[config.mk]
export PLATFORM = sky130hd
export DESIGN_NAME = puf_chal_driver_flat
export DESIGN_NICKNAME = d
export VERILOG_FILES = /design/src/rtl/puf_chal_driver_if.sv /design/src/rtl/puf_chal_driver.sv /design/src/flat_wrapper.sv
export SDC_FILE = /design/constraint.sdc
export NUM_CORES = 1
export LEC_CHECK = 0
export CELL_PAD_IN_SITES_DETAIL_PLACEMENT = 0
export CELL_PAD_IN_SITES_GLOBAL_PLACEMENT = 1
export CORE_ASPECT_RATIO = 0.7
export CORE_MARGIN = 2
export CORE_UTILIZATION = 45
export CTS_BUF_LIST = sky130_fd_sc_hd__clkbuf_2
export CTS_CLUSTER_DIAMETER = 150
export DETAILED_ROUTE_END_ITERATION = 8
export MAX_ROUTING_LAYER = met4
export PLACE_DENSITY = 0.95
export SYNTH_ARGS = -nofsm -noshare
export SYNTH_HDL_FRONTEND = slang
export SYNTH_SLANG_ARGS = --single-unit
[constraint.sdc]
create_clock -name clk -period 9.7 [get_ports clk]
set_clock_uncertainty 0.05 [all_clocks]
set_input_delay 1.94 -clock clk [delete_from_list [all_inputs] [get_ports clk]]
set_output_delay 1.94 -clock clk [all_outputs]
set_load 0.01 [all_outputs]
[src/rtl/puf_chal_driver_if.sv]
// rtl/puf_chal_driver_if.sv - host-side request/result bundle for puf_chal_driver
//
// Purpose: groups the host handshake (start + operands) and the result
// (busy/done/resp/ones) of the PUF challenge driver.
// Signals:
//   start   host -> driver  single-cycle request
//   chal    host -> driver  CHAL_W-bit challenge
//   sel     host -> driver  PUF instance select
//   len     host -> driver  delay-length select
//   n_eval  host -> driver  evaluation count (0 means 1)
//   busy    driver -> host  operation in progress
//   done    driver -> host  one-cycle result-valid pulse
//   resp    driver -> host  majority-voted response bit
//   ones    driver -> host  number of sampled 1s
interface puf_chal_driver_if #(
  parameter int CHAL_W = 128,
  parameter int EVAL_W = 8
);
  logic              start;
  logic [CHAL_W-1:0] chal;
  logic [1:0]        sel;
  logic [1:0]        len;
  logic [EVAL_W-1:0] n_eval;
  logic              busy;
  logic              done;
  logic              resp;
  logic [EVAL_W-1:0] ones;

  modport master (
    output start, chal, sel, len, n_eval,
    input  busy, done, resp, ones
  );

  modport slave (
    input  start, chal, sel, len, n_eval,
    output busy, done, resp, ones
  );
endinterface

[src/rtl/puf_chal_driver.sv]
// rtl/puf_chal_driver.sv - serial challenge loader and majority-voting arbiter evaluator
//
// Purpose: latches a parallel challenge, shifts it MSB first into the PUF
// macro's challenge chain with a generated clk/2 shift clock, then runs N
// arbiter evaluations (reset hold, release, settle, sample) and majority-votes
// the synchronized response bits.
// Ports:
//   clk        system clock
//   reset      asynchronous active-high reset
//   host       request/result bundle (slave side), see puf_chal_driver_if
//   puf_clk    shift-chain clock, high in the second phase of each bit
//   puf_si     shift-chain serial data, set in the first phase of each bit
//   puf_rstn   shift-chain reset, active-low, pulsed before shifting
//   puf_reset  arbiter reset, active-high, low only while settling
//   puf_sel    registered PUF instance select
//   puf_len    registered delay-length select
//   puf_out    asynchronous arbiter response
module puf_chal_driver #(
  parameter int CHAL_W     = 128,
  parameter int RST_CYC    = 4,
  parameter int SETTLE_CYC = 16,
  parameter int EVAL_W     = 8
) (
  input  logic                  clk,
  input  logic                  reset,
  puf_chal_driver_if.slave      host,
  output logic                  puf_clk,
  output logic                  puf_si,
  output logic                  puf_rstn,
  output logic                  puf_reset,
  output logic [1:0]            puf_sel,
  output logic [1:0]            puf_len,
  input  logic                  puf_out
);

  localparam int SHIFT_CYC = 2 * CHAL_W;
  localparam int MAX_A     = (SHIFT_CYC > RST_CYC) ? SHIFT_CYC : RST_CYC;
  localparam int CNT_MAX   = (MAX_A > SETTLE_CYC) ? MAX_A : SETTLE_CYC;
  localparam int CNT_W     = $clog2(CNT_MAX);

  localparam logic [CNT_W-1:0]  CNT_ONE = CNT_W'(1);
  localparam logic [EVAL_W-1:0] N_ONE   = EVAL_W'(1);
  localparam logic [EVAL_W:0]   E_ONE   = (EVAL_W + 1)'(1);

  typedef enum logic [2:0] {
    S_IDLE,
    S_CLR,
    S_SHIFT,
    S_ARM,
    S_SETTLE,
    S_SAMPLE,
    S_DONE
  } state_t;

  state_t            state, state_n;
  logic [CNT_W-1:0]  cnt, cnt_n;
  logic [CHAL_W-1:0] chal_sr;
  logic [EVAL_W-1:0] n_eff;
  logic [EVAL_W-1:0] eval_cnt;
  logic              sync1, sync2;

  logic [EVAL_W:0]   eval_next;
  logic              last_eval;
  logic [EVAL_W-1:0] ones_inc;
  logic              resp_d;

  logic busy_d, done_d, puf_clk_d, puf_si_d, puf_rstn_d, puf_reset_d;

  assign eval_next = {1'b0, eval_cnt} + E_ONE;
  assign last_eval = (eval_next >= {1'b0, n_eff});
  // Saturating add: the count can only reach the ceiling when N is the
  // maximum and every sample is 1, but it must never wrap.
  assign ones_inc  = (host.ones == '1) ? host.ones
                   : host.ones + {{(EVAL_W-1){1'b0}}, sync2};
  // Strict majority; a tie resolves to 0.
  assign resp_d    = ({ones_inc, 1'b0} > {1'b0, n_eff});

  // State register.
  always_ff @(posedge clk or posedge reset) begin
    if (reset) begin
      state <= S_IDLE;
      cnt   <= '0;
    end else begin
      state <= state_n;
      cnt   <= cnt_n;
    end
  end

  // Next-state logic. cnt restarts at 0 on every state entry.
  always_comb begin
    state_n = state;
    cnt_n   = cnt + CNT_ONE;
    case (state)
      S_IDLE: begin
        cnt_n = '0;
        if (host.start) state_n = S_CLR;
      end
      S_CLR: begin
        if (cnt == CNT_ONE) begin
          state_n = S_SHIFT;
          cnt_n   = '0;
        end
      end
      S_SHIFT: begin
        if (cnt == CNT_W'(SHIFT_CYC - 1)) begin
          state_n = S_ARM;
          cnt_n   = '0;
        end
      end
      S_ARM: begin
        if (cnt == CNT_W'(RST_CYC - 1)) begin
          state_n = S_SETTLE;
          cnt_n   = '0;
        end
      end
      S_SETTLE: begin
        if (cnt == CNT_W'(SETTLE_CYC - 1)) begin
          state_n = S_SAMPLE;
          cnt_n   = '0;
        end
      end
      S_SAMPLE: begin
        cnt_n   = '0;
        state_n = last_eval ? S_DONE : S_ARM;
      end
      S_DONE: begin
        cnt_n   = '0;
        state_n = S_IDLE;
      end
      default: begin
        cnt_n   = '0;
        state_n = S_IDLE;
      end
    endcase
  end

  // Output logic. Pin values are decoded from the upcoming state so that,
  // once registered, they line up exactly with the state they belong to.
  // In SHIFT, even cnt is phase A (data), odd cnt is phase B (clock high).
  always_comb begin
    busy_d      = !(state_n inside {S_IDLE, S_DONE});
    done_d      = (state_n == S_DONE);
    puf_rstn_d  = (state_n != S_CLR);
    puf_reset_d = (state_n != S_SETTLE);
    puf_clk_d   = (state_n == S_SHIFT) && cnt_n[0];
    puf_si_d    = 1'b0;
    if (state_n == S_SHIFT) begin
      // Data holds through phase B so it is stable across the rising edge.
      puf_si_d = cnt_n[0] ? puf_si : chal_sr[CHAL_W-1];
    end
  end

  // Output registers.
  always_ff @(posedge clk or posedge reset) begin
    if (reset) begin
      host.busy <= 1'b0;
      host.done <= 1'b0;
      puf_clk   <= 1'b0;
      puf_si    <= 1'b0;
      puf_rstn  <= 1'b0;
      puf_reset <= 1'b1;
    end else begin
      host.busy <= busy_d;
      host.done <= done_d;
      puf_clk   <= puf_clk_d;
      puf_si    <= puf_si_d;
      puf_rstn  <= puf_rstn_d;
      puf_reset <= puf_reset_d;
    end
  end

  // Datapath: operand latch, challenge shifter, response synchronizer and
  // vote accumulation.
  always_ff @(posedge clk or posedge reset) begin
    if (reset) begin
      chal_sr   <= '0;
      n_eff     <= N_ONE;
      eval_cnt  <= '0;
      sync1     <= 1'b0;
      sync2     <= 1'b0;
      puf_sel   <= 2'b00;
      puf_len   <= 2'b00;
      host.ones <= '0;
      host.resp <= 1'b0;
    end else begin
      sync1 <= puf_out;
      sync2 <= sync1;
      case (state)
        S_IDLE: begin
          if (host.start) begin
            chal_sr   <= host.chal;
            puf_sel   <= host.sel;
            puf_len   <= host.len;
            n_eff     <= (host.n_eval == '0) ? N_ONE : host.n_eval;
            eval_cnt  <= '0;
            host.ones <= '0;
          end
        end
        S_SHIFT: begin
          // Advance after phase A so the next bit is at the MSB by the time
          // the following phase A is decoded.
          if (!cnt[0]) chal_sr <= {chal_sr[CHAL_W-2:0], 1'b0};
        end
        S_SAMPLE: begin
          host.ones <= ones_inc;
          eval_cnt  <= eval_next[EVAL_W-1:0];
          // resp keeps the previous result until the new vote is final.
          if (last_eval) host.resp <= resp_d;
        end
        default: ;
      endcase
    end
  end

endmodule

[src/flat_wrapper.sv]
// flat-port wrapper written by rule: the top's interface ports become plain ports
module puf_chal_driver_flat 
#(
  parameter int CHAL_W     = 128,
  parameter int RST_CYC    = 4,
  parameter int SETTLE_CYC = 16,
  parameter int EVAL_W     = 8
)
  (clk, reset, puf_clk, puf_si, puf_rstn, puf_reset, puf_sel, puf_len, puf_out, host_start, host_chal, host_sel, host_len, host_n_eval, host_busy, host_done, host_resp, host_ones);
  puf_chal_driver_if #(.CHAL_W(CHAL_W), .EVAL_W(EVAL_W)) host_i ();
  input  logic clk;
  input  logic reset;
  output logic puf_clk;
  output logic puf_si;
  output logic puf_rstn;
  output logic puf_reset;
  output logic [1:0] puf_sel;
  output logic [1:0] puf_len;
  input  logic puf_out;
  input wire logic [$bits(host_i.start)-1:0] host_start;
  input wire logic [$bits(host_i.chal)-1:0] host_chal;
  input wire logic [$bits(host_i.sel)-1:0] host_sel;
  input wire logic [$bits(host_i.len)-1:0] host_len;
  input wire logic [$bits(host_i.n_eval)-1:0] host_n_eval;
  output wire logic [$bits(host_i.busy)-1:0] host_busy;
  output wire logic [$bits(host_i.done)-1:0] host_done;
  output wire logic [$bits(host_i.resp)-1:0] host_resp;
  output wire logic [$bits(host_i.ones)-1:0] host_ones;
  assign host_i.start = host_start;
  assign host_i.chal = host_chal;
  assign host_i.sel = host_sel;
  assign host_i.len = host_len;
  assign host_i.n_eval = host_n_eval;
  assign host_busy = host_i.busy;
  assign host_done = host_i.done;
  assign host_resp = host_i.resp;
  assign host_ones = host_i.ones;
  puf_chal_driver #(.CHAL_W(CHAL_W), .RST_CYC(RST_CYC), .SETTLE_CYC(SETTLE_CYC), .EVAL_W(EVAL_W)) u_core (.clk(clk), .reset(reset), .host(host_i), .puf_clk(puf_clk), .puf_si(puf_si), .puf_rstn(puf_rstn), .puf_reset(puf_reset), .puf_sel(puf_sel), .puf_len(puf_len), .puf_out(puf_out));
endmodule
* After elaboration in Yosys (flattened, before gate mapping)
Index checks and enable logic that the tools add are counted.
Storage, ports and cells: bits in latches 0, memories kept 0, register bits 176, bits in read-only memories 0, input port bits 144, memory bits (writable) 0, logic and storage cells 73, output and inout port bits 19
Operators by class: $add $sub $neg 3, divide/modulo/power cells 0, equality and inequality tests 17, bitwise operators 0, muxes and demuxes 22, shift operators 0, reduce and logical (&&, ||, !) cells 12, multiply operators 0, order comparisons 2
Operators by type and width (number):
- 128-bit two-way mux | 2
- 128-bit case mux with 2 select lines | 1
- 8-bit two-way mux | 7
- 8-bit case mux with 2 select lines | 2
- 8-bit case mux with 4 select lines | 1
- 3-bit two-way mux | 6
- 3-bit case mux with 6 select lines | 1
- 8-bit == test, second input constant | 2
- 8-bit by 1-bit adder with 9-bit output, second input constant | 1
- 3-bit by 2-bit == test with 1-bit output, second input constant | 3
- 3-bit == test, second input constant | 3
- 9-bit by 8-bit greater-or-equal comparator with 1-bit output | 1
- 9-bit by 8-bit greater-than comparator with 1-bit output | 1
- 8-bit by 1-bit adder with 8-bit output | 1
- 8-bit by 1-bit adder with 8-bit output, second input constant | 1
- 8-bit by 1-bit == test with 1-bit output, second input constant | 1
- 8-bit by 2-bit == test with 1-bit output, second input constant | 1
- 8-bit by 4-bit == test with 1-bit output, second input constant | 1
- 8-bit logical NOT | 1
- 3-bit logical NOT | 2
- 2-bit != test, second input constant | 3
- 2-bit AND reduction | 3
- 2-bit nonzero test | 3
- 3-bit by 1-bit == test with 1-bit output, second input constant | 1
- other kinds (6) | 7

* Logic depth before layout (Yosys ltp)
Gate-level depths: netlist of run 1.
word-level depth 7, mapped depth 11, depth with buffers taken out 11

* Least setup slack after synthesis of run 1
OpenSTA, ideal clock, no wires.
path kind input to register, start point in host_start, end point reg u_core.chal_sr[10], path buffers 3, arrival 2.922 ns, cell stages on the path 7, setup time 0.132 ns, data required time 9.518 ns, path slack 6.596 ns, cell sequence nor4b_1 -> nor2_1 -> buf_2 -> buf_6 -> buf_6 -> nand2_1 -> o21ai_1
On the way: cells in the longest elaborated chain, start to end 2
Ends and longest elaborated chain:
- from (decl) | RTL line flat_wrapper.sv:20 | input wire logic [$bits(host_i.start)-1:0] host_start;
- 2-bit != test (no source line)
- 3-bit AND reduction (no source line)
- to (signal assigned) | RTL line puf_chal_driver.sv:191 | chal_sr <= host.chal;
- to (signal assigned) | RTL line puf_chal_driver.sv:202 | if (!cnt[0]) chal_sr <= {chal_sr[CHAL_W-2:0], 1'b0};
- to (decl) | RTL line puf_chal_driver.sv:57 | logic [CHAL_W-1:0] chal_sr;
No other way between the ends. A chain may end at the register's enable or synchronous reset.

* Worst setup path after layout of run 1
start point reg u_core.host.ones[2], end point out host_ones[2]
RTL lines:
- from (decl) | RTL line puf_chal_driver_if.sv:36 | output busy, done, resp, ones
- from (signal assigned) | RTL line puf_chal_driver.sv:205 | host.ones <= ones_inc;
- to (decl) | RTL line flat_wrapper.sv:28 | output wire logic [$bits(host_i.ones)-1:0] host_ones;
No word-level cell between the ends.

==> results of run 1 <==
==> cell families after synthesis <==
| logic type | after synthesis |
|---|---|
| buffers and inverters | 67 |
| adder cells (fa/ha/maj) | 20 |
| XOR/XNOR | 15 |
| AND/OR/NAND/NOR | 223 |
| AO/OA/AOI/OAI | 192 |
| flip-flops | 176 |
| multiplexers | 135 |
==> how the worst min path moves through the flow <==
| stage | startpoint | to | slack, ps |
|---|---|---|---|
| floorplan | u_core.sync1 | u_core.sync2 | 280 |
| global placement | u_core.sync1 | u_core.sync2 | 290 |
| detailed placement | u_core.sync1 | u_core.sync2 | 290 |
| CTS | u_core.sync1 | u_core.sync2 | 340 |
| global route | u_core.sync1 | u_core.sync2 | 350 |
| finish | u_core.sync1 | u_core.sync2 | 340 |
==> stage by stage <==
step           hold WS (ps)  instance area, um^2  worst slack [ps]  cells   util
5_1_grt                 347                10600              5590   1217  0.563
4_1_cts                 341                10600              5720   1215  0.563
3_3_place_gp            287                10300              5480   1183  0.548
6_report                343                10600              5800   1217  0.563
2_1_floorplan           281                 8540              2940    828      -
3_5_place_dp            290                10300              5470   1183  0.548
==> worst reg2reg max path, cell delays in order (launching register included) <==
cell and delay (ps):
dfrtp_1 590, or3b_4 990, nor2_1 190, nor2_4 150, buf_12 560, o21ai_0 490
==> cells in the final DEF, fill, tap and decap left out, types with 5 or more instances in the layout <==
cell type and instances:
inv_1 11, o21ai_1 50, mux2_2 6, a21oi_1 9, o21ai_0 95, clkdlybuf4s50_1 162, clkbuf_2 17, inv_6 5
nand3_1 15, xor2_1 5, a22o_1 9, nand2_1 147, dfrtp_1 174, nor3_1 6, xnor2_1 10, buf_4 5
mux2i_1 129, nor2_1 24, ha_1 20, and3_1 5
==> registers in the layout, summed over array words and instances, names as in the netlist, 2 cells and up <==
| signal | count |
|---|---|
| u_core.eval_cnt | 8 |
| u_core.puf_sel | 2 |
| u_core.chal_sr | 128 |
| u_core.host.ones | 8 |
| u_core.cnt | 8 |
| u_core.puf_len | 2 |
| u_core.state | 3 |
| u_core.n_eff | 8 |
==> power by group through the flow <==
stage	registers, uW	clock network (uW)	logic (uW)
global placement	776	0	117
finish	765	437	117
global route	768	487	131
floorplan	775	0	42.1
CTS	765	454	120
detailed placement	777	0	119
==> routing by layer <==
metal,part of all wire,GRT usage
met4,0.0084,0.0361
met2,0.43,0.282
met5,0,-
met3,0.062,0.0618
met1,0.50,0.280
==> area by class of cell <==
type / instances / share of cell area
Antenna cell: 2 / 0.000473
Clock buffer: 17 / 0.00805
Clock inverter: 15 / 0.0192
Inverter: 12 / 0.00473
Multi-Input combinational cell: 585 / 0.363
Sequential cell: 176 / 0.417
Tap cell: 242 / 0.0286
Timing Repair Buffer: 168 / 0.159
==> results by group, run 1 <==
GRT
  – Global-route wire length before repair: 31.1 mm
  – Initial antenna violation count: 2
  – Largest net degree at the start of global routing: 256
  – Total GRT Usage: 0.197
  – Vias in the first global route: 6,137
  – Grt ovf: 0

Setup path
  – Worst Setup Start Kind: register
  – CP max-delay cell: clkdlybuf4s50_1
  – Reg-to-Reg End: u_core.chal_sr[94]
  – Critical Path, Cell by Cell: clkdlybuf4s50_1
  – CP endpoint: host_ones[2]
  – Register-to-Register Path Depth: 5
  – CP top delay family: buffers and inverters
  – Element type at the critical path end: output port
  – CP Depth: 1
  – Crit path max fanout: 11
  – FF-to-FF setup slack: 6520 ps
  – Slowest cell delay on critical path: 610 ps
  – WP buf/inv: 1
  – Reg-to-reg startpoint: u_core.state[1]
  – Critical path arrival: 1910 ps
  – WP data required: 7710 ps
  – Crit Path Class: reg -> out
  – Worst setup path startpoint: u_core.host.ones[2]

Finish
  – Multi-input gate area: 3840 um^2
  – Fillers: 1,635
  – Sequential cell area: 4410 um^2
  – Final #Nets: 1,124
  – Area grow syn2layout: 23.7%
  – Layout cell share with drive strength beyond 1: 0.0576

Synth
  – Ys Warns: 0
  – Main flop type after synthesis: dfrtp_1
  – Post-synthesis compound-gate area fraction: 0.130
  – Synth top area cells: dfrtp_1, mux2i_1, nand2_1
  – Adder-cell area share of the yosys netlist: 0.0293
  – Leading area contributor after synthesis: dfrtp_1
  – Synth unique cells: 51
  – Number of synthesized flops with an enable pin: 0
  – Post-synthesis mux area share: 0.159
  – Count leader, synth: dfrtp_1
  – Asr flop ratio synth: 1.00
  – Post-synth top area share: 0.510
  – Synthesized area per cell: 10.3 um^2
  – Syn nets: 992
  – Post-Synth XOR/XNOR Area: 0.0154
  – Part of the Yosys area used for sequential elements: 0.516
  – Main combinational cell family by area after synthesis: multiplexers
  – Simple-gate portion of the synthesized area: 0.113
  – Most frequent cells after synthesis: dfrtp_1, nand2_1, mux2i_1
  – Synth Instances: 828
  – Mapped Area: 8540 um^2
  – Seq cells post-synth: 176

Timing
  – Worst slew pin tran: 1050 ps
  – Time the worst path needs with I/O delays and setup: 3900 ps
  – Slew HR: 0.297
  – Fmax: 256 MHz
  – Count of pins over their slew limit: 0
  – Final setup viols: 0
  – Hold Vio Cnt, Final: 0
  – Fin Setup TNS: 0 ps
  – Crit share post-route: 0.402
  – RSZ-0062 raised after global routing: no

Power
  – Psw: 320 uW
  – Clk pwr share: 0.331
  – Peak VDD IR: 0.0631 mV
  – Flop pwr share: 0.580
  – Power Density: 125 nW/um^2
  – Comb pwr share: 0.089
  – Internal power: 999 uW
  – Switching share of power: 0.243
  – Lkg Pwr: 0.00490 uW
  – Total power draw: 1320 uW

CTS
  – # resized after CTS: 0
  – # Post-CTS Setup Buffers: 0
  – Root Driver: clkbuf_2
  – Cts hold-fix bufs: 0
  – Num CTS Buffers: 17
  – H-tree depth: 4
  – Clock sink count: 176
  – Clock slew at reported path FFs: 270 ps
  – CTS tree: yes
  – Clk Latency, worst-skew pair: 700 ps
  – Clk buf depth: 2

Run status
  – Status: complete, no violations

Route
  – Initial DRC Count: 535
  – Via Count: 6,239
  – Routed WL: 18.4 mm
  – Vias per std cell: 5.13
  – TritonRoute pass-1 iters: 5
  – Routed Antenna Nets: 0
  – Drc violations: 0
  – Routed len/inst: 15.1 um

Floorplan
  – Height of the chip: 119 um
  – I/O Pins: 163
  – Core area: 18,800 um^2
  – Num rows: 42
  – Initial Utilization: 0.455
  – DIE AREA: 20,100 um^2
  – Die width: 169 um

Placed design
  – Dpl hpwl: 12.6 mm
  – Port buffer count: 162
  – RePlAce Congestion: 0.826

Job
  – Total of max-cap violations: 0

Hold path
  – Hold Crit Depth: 0
  – Worst min-delay path category: reg -> reg
Note: power is estimated with default switching activity, not from simulation.
==> run 2, diff against run 1 <==
--- a/config.mk
+++ b/config.mk
@@ -9,12 +9,12 @@
 export CELL_PAD_IN_SITES_GLOBAL_PLACEMENT = 1
 export CORE_ASPECT_RATIO = 0.7
 export CORE_MARGIN = 2
-export CORE_UTILIZATION = 45
+export CORE_UTILIZATION = 38
 export CTS_BUF_LIST = sky130_fd_sc_hd__clkbuf_2
 export CTS_CLUSTER_DIAMETER = 150
 export DETAILED_ROUTE_END_ITERATION = 8
 export MAX_ROUTING_LAYER = met4
-export PLACE_DENSITY = 0.95
+export PLACE_DENSITY = 0.87
 export SYNTH_ARGS = -nofsm -noshare
 export SYNTH_HDL_FRONTEND = slang
 export SYNTH_SLANG_ARGS = --single-unit
==> constraint.sdc (replaced) <==
create_clock -name clk -period 3.5 [get_ports clk]
set_clock_uncertainty 0.05 [all_clocks]
set_input_delay 0.7 -clock clk [delete_from_list [all_inputs] [get_ports clk]]
set_output_delay 0.7 -clock clk [all_outputs]
set_load 0.01 [all_outputs]
==> run 2 against run 1 <==
  * Global-route usage decreased by 2.6 points
  * Via count increased by 0.11%
  * Non-clock buffer count increased by 5
  * First-iteration DRC count decreased by 5.4%
  * Worst setup slack got worse by 5100 ps
  * Register-to-register slack got worse by 5800 ps
  * Sequential cell count unchanged
  * Count of clock-buffer cells in the layout unchanged
  * Critical endpoint is now u_core.host.resp
==> results by group, run 2 (synthesis gave the netlist of run 1 again) <==
Run status
  – Status: complete, no violations

Placed design
  – Port buffer count: 162 (unchanged)
  – Place WS: 764 ps (-4700 ps)
  – Dpl hpwl: 13.3 mm (+5.7%)
  – Placed Cells incl. Taps: 1,228 (+3.8%)
  – RePlAce Congestion: 0.804 (-2.7%)

CTS
  – # resized after CTS: 0 (unchanged)
  – Root Driver: clkbuf_2
  – Cts hold-fix bufs: 0 (unchanged)
  – Num CTS Buffers: 17 (unchanged)
  – # Post-CTS Setup Buffers: 0 (unchanged)
  – CTS tree: yes
  – Clock slew at reported path FFs: 300 ps (+30 ps)
  – H-tree depth: 4 (unchanged)
  – Clock sink count: 176 (unchanged)
  – Clk buf depth: 2 (unchanged)
  – Clk Latency, worst-skew pair: 760 ps (+60 ps)

Route
  – Drc violations: 0 (unchanged)
  – Routed len/inst: 15.1 um (-0.14%)
  – TritonRoute pass-1 iters: 5 (unchanged)
  – Routed Antenna Nets: 0 (unchanged)
  – Vias per std cell: 4.95 (-3.4%)
  – Via Count: 6,246 (+0.11%)
  – Routed WL: 19.0 mm (+3.5%)
  – Initial DRC Count: 506 (-5.4%)

Power
  – Flop pwr share: 0.609 (+0.029)
  – Comb pwr share: 0.096 (+0.007)
  – Total power draw: 3480 uW (+160%)
  – Clk pwr share: 0.295 (-0.036)
  – Peak VDD IR: 0.222 mV (+250%)
  – Switching share of power: 0.265 (+0.0220)
  – Internal power: 2560 uW (+160%)
  – Power Density: 327 nW/um^2 (+160%)
  – Psw: 922 uW (+190%)
  – Lkg Pwr: 0.00491 uW (+0.14%)

Timing
  – Fmax: 362 MHz
  – Slew HR: 0.440 (+0.144)
  – Worst slew pin tran: 839 ps (-215 ps)
  – Time the worst path needs with I/O delays and setup: 2760 ps
  – Fin Setup TNS: 0 ps (unchanged)
  – Crit share post-route: 0.790
  – Hold Vio Cnt, Final: 0 (unchanged)
  – Count of pins over their slew limit: 0 (unchanged)
  – Final setup viols: 0 (unchanged)
  – PnR worst setup slack: 736 ps (-5060 ps)
  – RSZ-0062 raised after global routing: no
  – WHS: 265 ps (-77.4 ps)

Finish
  – Commonest non-fill, non-tap cell in the layout: dfrtp_1
  – Most frequent cells in the layout: dfrtp_1, clkdlybuf4s50_1, nand2_1
  – Max reg flops: 128 (unchanged)
  – Layout cell share with drive strength beyond 1: 0.0635 (+0.00591)
  – Final #Nets: 1,129 (+0.44%)
  – Area grow syn2layout: 24.5%
  – Final cell count without fillers: 1,261 (+3.6%)
  – Fillers: 2,083 (+27%)
  – Largest Register: u_core.chal_sr

Floorplan
  – Die width: 183 um (+8.6%)
  – Core area: 21,800 um^2 (+16%)
  – Initial Utilization: 0.391 (-0.0643)
  – Num rows: 45 (+7.1%)
  – I/O Pins: 163 (unchanged)
  – Height of the chip: 129 um (+8.5%)
  – DIE AREA: 23,700 um^2 (+18%)

Setup path
  – Reg-to-reg startpoint: u_core.host.ones[0]
  – Crit Path Class: reg -> reg
  – Worst Setup Start Kind: register
  – Critical path arrival: 3390 ps (+1480 ps)
  – Register-to-Register Path Depth: 11 (+6)
  – Crit path max fanout: 6 (-5)
  – FF-to-FF setup slack: 740 ps (-5780 ps)
  – Element type at the critical path end: register
  – WP data required: 4120 ps (-3590 ps)
  – Reg-to-Reg End: u_core.host.resp

Hold path
  – Hold Crit Depth: 1 (+1)
  – Worst min-delay path category: in -> reg
  – Hold Crit Start: puf_out
  – Hold path endpoint: u_core.sync1

GRT
  – Total GRT Usage: 0.171 (-0.0260)
  – Initial antenna violation count: 2 (unchanged)
  – Global-route wire length before repair: 31.1 mm (unchanged)
  – Vias in the first global route: 6,018 (-1.9%)
  – Grt ovf: 0 (unchanged)
  – Largest net degree at the start of global routing: 134 (-48%)

Job
  – Total of max-cap violations: 0 (unchanged)
-- run 2: worst max path at each step --
stage,startpoint,endpoint,cells after the start
global placement,u_core.host.ones[2],u_core.host.resp,9
global route,u_core.host.ones[2],u_core.host.resp,9
floorplan,reset,u_core.chal_sr[0],1
detailed placement,u_core.host.ones[2],u_core.host.resp,9
CTS,u_core.host.ones[1],host_ones[1],1
finish,u_core.host.ones[0],u_core.host.resp,11
-- run 2: cell type report --
| class | count | area (um^2) | share of cell area |
|---|---|---|---|
| multi-input cells | 585 | 3840 | 0.361 |
| clock inverters | 14 | 133 | 0.0125 |
| diodes | 2 | 5.00 | 0.000470 |
| repair buffers | 173 | 1770 | 0.166 |
| well taps | 282 | 353 | 0.0332 |
| clock buffers | 17 | 85.1 | 0.00800 |
| flip-flops and latches | 176 | 4410 | 0.414 |
| inverters | 12 | 48.8 | 0.00459 |
-- run 2: metrics by stage --
| stage | area, um^2 | util |
|---|---|---|
| floorplan | 8550 | - |
| global placement | 10400 | 0.477 |
| detailed placement | 10400 | 0.477 |
| CTS | 10600 | 0.487 |
| global route | 10600 | 0.487 |
| finish | 10600 | 0.487 |
-- run 2: critical path: stages (launching register included) --
cell and delay (ps):
dfrtp_1 500, ha_1 270, ha_1 270, and4_1 260, nand2_1 120, xor2_1 150, nand2_1 70, ha_1 310
o21a_1 110, o22ai_1 140, a21oi_1 70, o41a_1 360
-- run 2: power groups by stage --
| stage | Combinational (uW) | Clock [uW] | Sequential (uW) |
|---|---|---|---|
| 6_report | 333 | 1030 | 2120 |
| 5_1_grt | 369 | 1170 | 2130 |
| 4_1_cts | 340 | 1080 | 2120 |
| 3_5_place_dp | 340 | 0 | 2150 |
| 3_3_place_gp | 335 | 0 | 2150 |
| 2_1_floorplan | 117 | 0 | 2150 |
-- run 2: layer usage --
layer | track usage | up-vias | part of all wire
li1 | - | 3173 | -
met1 | 0.242 | 2928 | 0.51
met2 | 0.240 | 137 | 0.42
met3 | 0.0523 | 8 | 0.065
met4 | 0.0409 | 0 | 0.0069
met5 | - | - | 0
